[src/rtl/sync_fifo_pkg.sv]
// Width helpers shared by the interleaved FIFO and its banks.
// Pure functions only; no logic, no latency, no backpressure of its own.
package sync_fifo_pkg;

    function automatic int ptr_width(input int num_banks, input int bank_depth);
        return $clog2(num_banks * bank_depth);
    endfunction

    function automatic int cnt_width(input int num_banks, input int bank_depth);
        return ptr_width(num_banks, bank_depth) + 1;
    endfunction

    // Row address width; a single-row bank still needs a 1-bit index.
    function automatic int row_width(input int bank_depth);
        return (bank_depth > 1) ? $clog2(bank_depth) : 1;
    endfunction

    function automatic bit is_pow2(input int v);
        return (v > 0) && ((v & (v - 1)) == 0);
    endfunction

endpackage

[src/rtl/sync_fifo_bank.sv]
// One interleaved storage bank: 1 synchronous write port, 1 asynchronous read port.
// Write lands on the rising edge; read data follows raddr combinationally; no backpressure.
module sync_fifo_bank
    import sync_fifo_pkg::*;
#(
    parameter int DATA_WIDTH = 8,
    parameter int DEPTH      = 2,
    parameter int AW         = row_width(DEPTH)
) (
    input  logic                  clk,
    input  logic                  we,
    input  logic [AW-1:0]         waddr,
    input  logic [DATA_WIDTH-1:0] wdata,
    input  logic [AW-1:0]         raddr,
    output logic [DATA_WIDTH-1:0] rdata
);

    logic [DATA_WIDTH-1:0] mem [DEPTH];

    always_ff @(posedge clk) begin
        if (we) begin
            mem[waddr] <= wdata;
        end
    end

    assign rdata = mem[raddr];

endmodule

[src/rtl/sync_interleaved_fifo.sv]
// Valid/ready FIFO striped across NUM_BANKS banks; first-word-fall-through, 1-cycle write-to-read.
// in_ready/out_valid come from the registered count only; drops at full / empty pops set sticky flags.
module sync_interleaved_fifo
    import sync_fifo_pkg::*;
#(
    parameter int DATA_WIDTH = 8,
    parameter int NUM_BANKS  = 2,
    parameter int BANK_DEPTH = 2,
    parameter int AF_LEVEL   = 3,
    parameter int AE_LEVEL   = 1,
    localparam int CW        = cnt_width(NUM_BANKS, BANK_DEPTH)
) (
    input  logic                  clk,
    input  logic                  rst,
    input  logic                  clear,
    input  logic [DATA_WIDTH-1:0] in_data,
    input  logic                  in_valid,
    output logic                  in_ready,
    output logic [DATA_WIDTH-1:0] out_data,
    output logic                  out_valid,
    input  logic                  out_ready,
    output logic [CW-1:0]         count,
    output logic                  almost_full,
    output logic                  almost_empty,
    output logic                  overflow,
    output logic                  underflow
);

    localparam int FIFO_DEPTH = NUM_BANKS * BANK_DEPTH;
    localparam int PW         = CW - 1;
    localparam int BW         = $clog2(NUM_BANKS);
    localparam int RW         = row_width(BANK_DEPTH);

    typedef logic [CW-1:0] count_t;
    typedef logic [PW-1:0] ptr_t;

    localparam count_t DEPTH_C = count_t'(FIFO_DEPTH);
    localparam count_t AF_C    = count_t'(AF_LEVEL);
    localparam count_t AE_C    = count_t'(AE_LEVEL);

    if (NUM_BANKS < 2 || !is_pow2(NUM_BANKS)) begin : g_bad_banks
        $error("NUM_BANKS must be a power of two >= 2");
    end
    if (!is_pow2(BANK_DEPTH)) begin : g_bad_depth
        $error("BANK_DEPTH must be a power of two >= 1");
    end
    if (AF_LEVEL < 1 || AF_LEVEL > FIFO_DEPTH) begin : g_bad_af
        $error("AF_LEVEL out of range 1..FIFO_DEPTH");
    end
    if (AE_LEVEL < 0 || AE_LEVEL > FIFO_DEPTH - 1) begin : g_bad_ae
        $error("AE_LEVEL out of range 0..FIFO_DEPTH-1");
    end

    ptr_t          wp, rp;
    count_t        cnt;
    logic          push, pop;
    logic [BW-1:0] wp_bank, rp_bank;
    logic [RW-1:0] wp_row, rp_row;
    logic [DATA_WIDTH-1:0] bank_rdata [NUM_BANKS];

    assign in_ready     = (cnt < DEPTH_C);
    assign out_valid    = (cnt != '0);
    assign almost_full  = (cnt >= AF_C);
    assign almost_empty = (cnt <= AE_C);
    assign count        = cnt;

    assign push = in_valid & in_ready;
    assign pop  = out_valid & out_ready;

    // Low pointer bits pick the bank, so consecutive entries rotate across banks.
    assign wp_bank = wp[BW-1:0];
    assign rp_bank = rp[BW-1:0];

    if (BANK_DEPTH > 1) begin : g_rows
        assign wp_row = wp[PW-1:BW];
        assign rp_row = rp[PW-1:BW];
    end else begin : g_single_row
        assign wp_row = '0;
        assign rp_row = '0;
    end

    for (genvar b = 0; b < NUM_BANKS; b++) begin : g_bank
        sync_fifo_bank #(
            .DATA_WIDTH (DATA_WIDTH),
            .DEPTH      (BANK_DEPTH)
        ) u_bank (
            .clk   (clk),
            .we    (push && !clear && (wp_bank == BW'(b))),
            .waddr (wp_row),
            .wdata (in_data),
            .raddr (rp_row),
            .rdata (bank_rdata[b])
        );
    end

    // Gate to zero when empty so unreset bank contents never reach the port.
    assign out_data = out_valid ? bank_rdata[rp_bank] : '0;

    always_ff @(posedge clk or posedge rst) begin
        if (rst) begin
            wp        <= '0;
            rp        <= '0;
            cnt       <= '0;
            overflow  <= 1'b0;
            underflow <= 1'b0;
        end else if (clear) begin
            wp        <= '0;
            rp        <= '0;
            cnt       <= '0;
            overflow  <= 1'b0;
            underflow <= 1'b0;
        end else begin
            if (push) begin
                wp <= wp + 1'b1;
            end
            if (pop) begin
                rp <= rp + 1'b1;
            end
            if (push && !pop) begin
                cnt <= cnt + 1'b1;
            end else if (pop && !push) begin
                cnt <= cnt - 1'b1;
            end
            if (in_valid && !in_ready) begin
                overflow <= 1'b1;
            end
            if (out_ready && !out_valid) begin
                underflow <= 1'b1;
            end
        end
    end

endmodule

[config.mk]
export PLATFORM = sky130hd
export DESIGN_NAME = sync_interleaved_fifo
export DESIGN_NICKNAME = d
export VERILOG_FILES = /design/src/rtl/sync_fifo_pkg.sv /design/src/rtl/sync_fifo_bank.sv /design/src/rtl/sync_interleaved_fifo.sv
export SDC_FILE = /design/constraint.sdc
export NUM_CORES = 1
export LEC_CHECK = 0
export BUFFER_PORTS_ARGS = -buffer_cell sky130_fd_sc_hd__buf_2
export CORE_MARGIN = 5
export CORE_UTILIZATION = 25
export CTS_CLUSTER_SIZE = 25
export DETAILED_ROUTE_END_ITERATION = 7
export GPL_TIMING_DRIVEN = 0
export PLACE_DENSITY = 0.43
export SKIP_LAST_GASP = 1
export SYNTH_ARGS = -nofsm -noshare
export SYNTH_HDL_FRONTEND = slang
export SYNTH_HIERARCHICAL = 1
export SYNTH_SLANG_ARGS = --single-unit
[constraint.sdc]
create_clock -name clk -period 3.8 [get_ports clk]
set_input_delay 0.76 -clock clk [delete_from_list [all_inputs] [get_ports clk]]
set_output_delay 0.76 -clock clk [all_outputs]
set_load 0.01 [all_outputs]
==> out/results.tsv <==
stage	metric	value	unit
pwr	power_density	626	mW/mm^2
layout	multi_input_area	661	um^2
clock_network	clockBufferDepth	2	
drt	vias	1091	
die	initial_utilization	25.2	%
timing	max-slew-margin-rel	41.8	%
timing	hold_violations	0	
clock_network	cts_root_buf	clkbuf_8	
synthesis	synth_edf_count	32	
place	gp_congestion	0.801	
global_route	antenna_found_initial	0	
outcome	status	completed	
critical_path	slowest_stage	dfrtp_1	
die	die_h	97.7	um
timing	setup_viol	0	
critical_path	cp-end-kind	primary output	
synthesis	synth_cells	131	
pwr	swShare	32.8	%
pwr	peakVddDrop	0.208	mV
clock_network	cts_tree	built	
clock_network	ctsHoldBuffers	0	
global_route	grt_pass1_vias	1126	
synthesis	synth-seq-cells	41	
layout	fillers	789	
global_route	grt_start_max_net_pins	13	
critical_path	crit_required	3040	ps
layout	regArea	0.00119	mm^2
clock_network	path_clk_slew	70	ps
timing	fin_crit	2420	ps
pwr	p_leak	0.910	nW
timing	worst_pin_slew	871	ps
synthesis	synth_area	0.00192	mm^2
place	port_buffers	29	
die	rows	32	
synthesis	synth_area_per_cell	14.7	um^2
pwr	seq_power_share	38.8	%
clock_network	cts_sinks	41	
clock_network	clock_latency	280	ps
pwr	clockPowerShare	22.7	%
die	die_x	97.7	um
timing	fmax	413	MHz
min_path	hp-class	in2async	
place	hpwl	2620	um
synthesis	async_flop_share	22.0	%
synthesis	yosysWarnings	6	
pwr	power	1.44	mW
critical_path	cp_max_fo	10	
timing	maxSlewViolCount	0	
critical_path	slowest_delay	440	ps
die	ios	30	
place	place_ws	1250	ps
critical_path	path_cells	inv_1 > ha_1 > nor2b_2 > buf_6 > nor2_1 > buf_2	
die	die_area	0.00954	mm^2
clock_network	numCtsBuffers	5	
pwr	intPower	0.966	mW
die	design.core.area	0.00761	mm^2
clock_network	h-tree-depth	2	
timing	rsz0062_at_grt	false	
timing	fin_tns_setup	0	ps
layout	mostFrequentLayoutCell	edfxtp_1	
critical_path	reg2reg_depth	4	
drt	via_per_inst	4.06	
drt	avgRoutedWirePerCell	13.9	um
critical_path	startpoint_type	flop	
critical_path	arrival	1660	ps
drt	remaining_drc_errors	0	
synthesis	yosysUniqueCellTypes	29	
drt	routed_wl	3730	um
layout	final_cell_mix	edfxtp_1, buf_2, nor2_1	
timing	period_share	63.7	%
clock_network	postCtsSetupBuffers	0	
global_route	grt_pass1_wl	5760	um
layout	finalNetCount	185	
timing	timing.final.ws_setup	1380	ps
critical_path	crit_type	reg2out	
job	cap_violations	0	
layout	drive_gt1_share	35.9	%
layout	synthToLayoutAreaGrowth	19.6	%
layout	diodes	0	
synthesis	synthFlopType	edfxtp_1	
pwr	switching_power	0.471	mW
drt	drtAntennaViolNets	0	
timing	clock_skew	4.32	ps
global_route	grtUsageTotal	7.94	%
synthesis	synth_seq_area_share	61.8	%
pwr	pwr-share-comb	38.5	%
synthesis	syn-num-nets	149	
drt	drt_iter0_markers	39	
clock_network	cts_resized	0	
global_route	grt.overflow.total	0	
drt	first_pass_iters	4	
## path summary, 6_finish.rpt
kind	endpoint	from	slack, ps
setup / recovery	out_data[0]	count[0]	1380
hold / removal	overflow	rst	420
setup reg to reg	g_bank[1].u_bank/mem[0][6]	count[2]	1680
hold reg to reg	overflow	overflow	510
max in group asynchronous	wp[1]	rst	3130
min in group clk	overflow	overflow	510
## per-stage QoR
stage          utilization (%)  area (um^2)  instances  hold slack, ps
2_1_floorplan                -         1920        131             526
3_3_place_gp              28.8         2190        262             478
3_5_place_dp              28.8         2190        262             496
4_1_cts                   30.2         2300        269             421
5_1_grt                   30.2         2300        269             447
6_report                  30.2         2300        269             420
## logic make-up (layout without fill, tap and decap cells)
group / Yosys count / in the layout / share of synthesized area, %
buffers and inverters: 11 / 47 / 3.84
muxes: 24 / 24 / 16.7
and+or+nand+nor: 36 / 36 / 9.58
adders and majority gates: 5 / 5 / 3.26
DFF: 41 / 41 / 61.8
xor gates and xnor gates: 6 / 6 / 2.74
AOI/OAI and AO/OA: 8 / 8 / 2.15
## layer usage
layer	wire (um)	track usage, %	vias up
li1	-	-	534
met1	1530	8.31	532
met2	2050	14.0	18
met3	100	2.80	7
met4	46	3.94	0
met5	0	0	-
## layout make-up
| cell class | instances | share of cell area (%) |
|---|---|---|
| buffer | 6 | 2.18 |
| clock buffer | 5 | 3.00 |
| clock inverter | 2 | 1.53 |
| inverter | 5 | 1.03 |
| multi-input combinational | 79 | 28.8 |
| sequential | 41 | 51.6 |
| tap | 102 | 5.56 |
| timing repair buffer | 29 | 6.32 |
## critical path: cells and delay by family (launching register included)
family | cells | cell delay [ps]
adders and majority gates | 1 | 230
buffers and inverters | 3 | 420
DFF | 1 | 440
and+or+nand+nor | 2 | 300
## power groups by stage
stage / sequential [mW] / combinational (mW) / clock [mW]
floorplan: 0.571 / 0.374 / 0
finish: 0.558 / 0.553 / 0.326
detailed placement: 0.569 / 0.568 / 0
CTS: 0.559 / 0.571 / 0.338
global route: 0.563 / 0.610 / 0.356
global placement: 0.566 / 0.558 / 0
## synthesized netlist by cell type, types with 2 or more instances
| cell | instances | share of area (%) |
|---|---|---|
| xor2_1 | 3 | 1.4 |
| nand3b_1 | 2 | 0.78 |
| mux2i_1 | 8 | 4.2 |
| mux2_4 | 16 | 13 |
| nor2b_1 | 3 | 0.98 |
| buf_6 | 3 | 1.8 |
| and2_1 | 2 | 0.65 |
| edfxtp_1 | 32 | 50 |
| xnor2_1 | 3 | 1.4 |
| nor2_1 | 17 | 3.3 |
| ha_1 | 5 | 3.3 |
| inv_1 | 4 | 0.78 |
| nand2_1 | 2 | 0.39 |
| dfrtp_1 | 9 | 12 |
| nand3_1 | 3 | 0.78 |
| a21oi_1 | 6 | 1.6 |
## registers in the layout (all words and copies together) (netlist names)
name and count:
count 3, g_bank.u_bank/mem 32, overflow 1, rp 2, underflow 1, wp 2
Power figures use the tool's default switching activity.
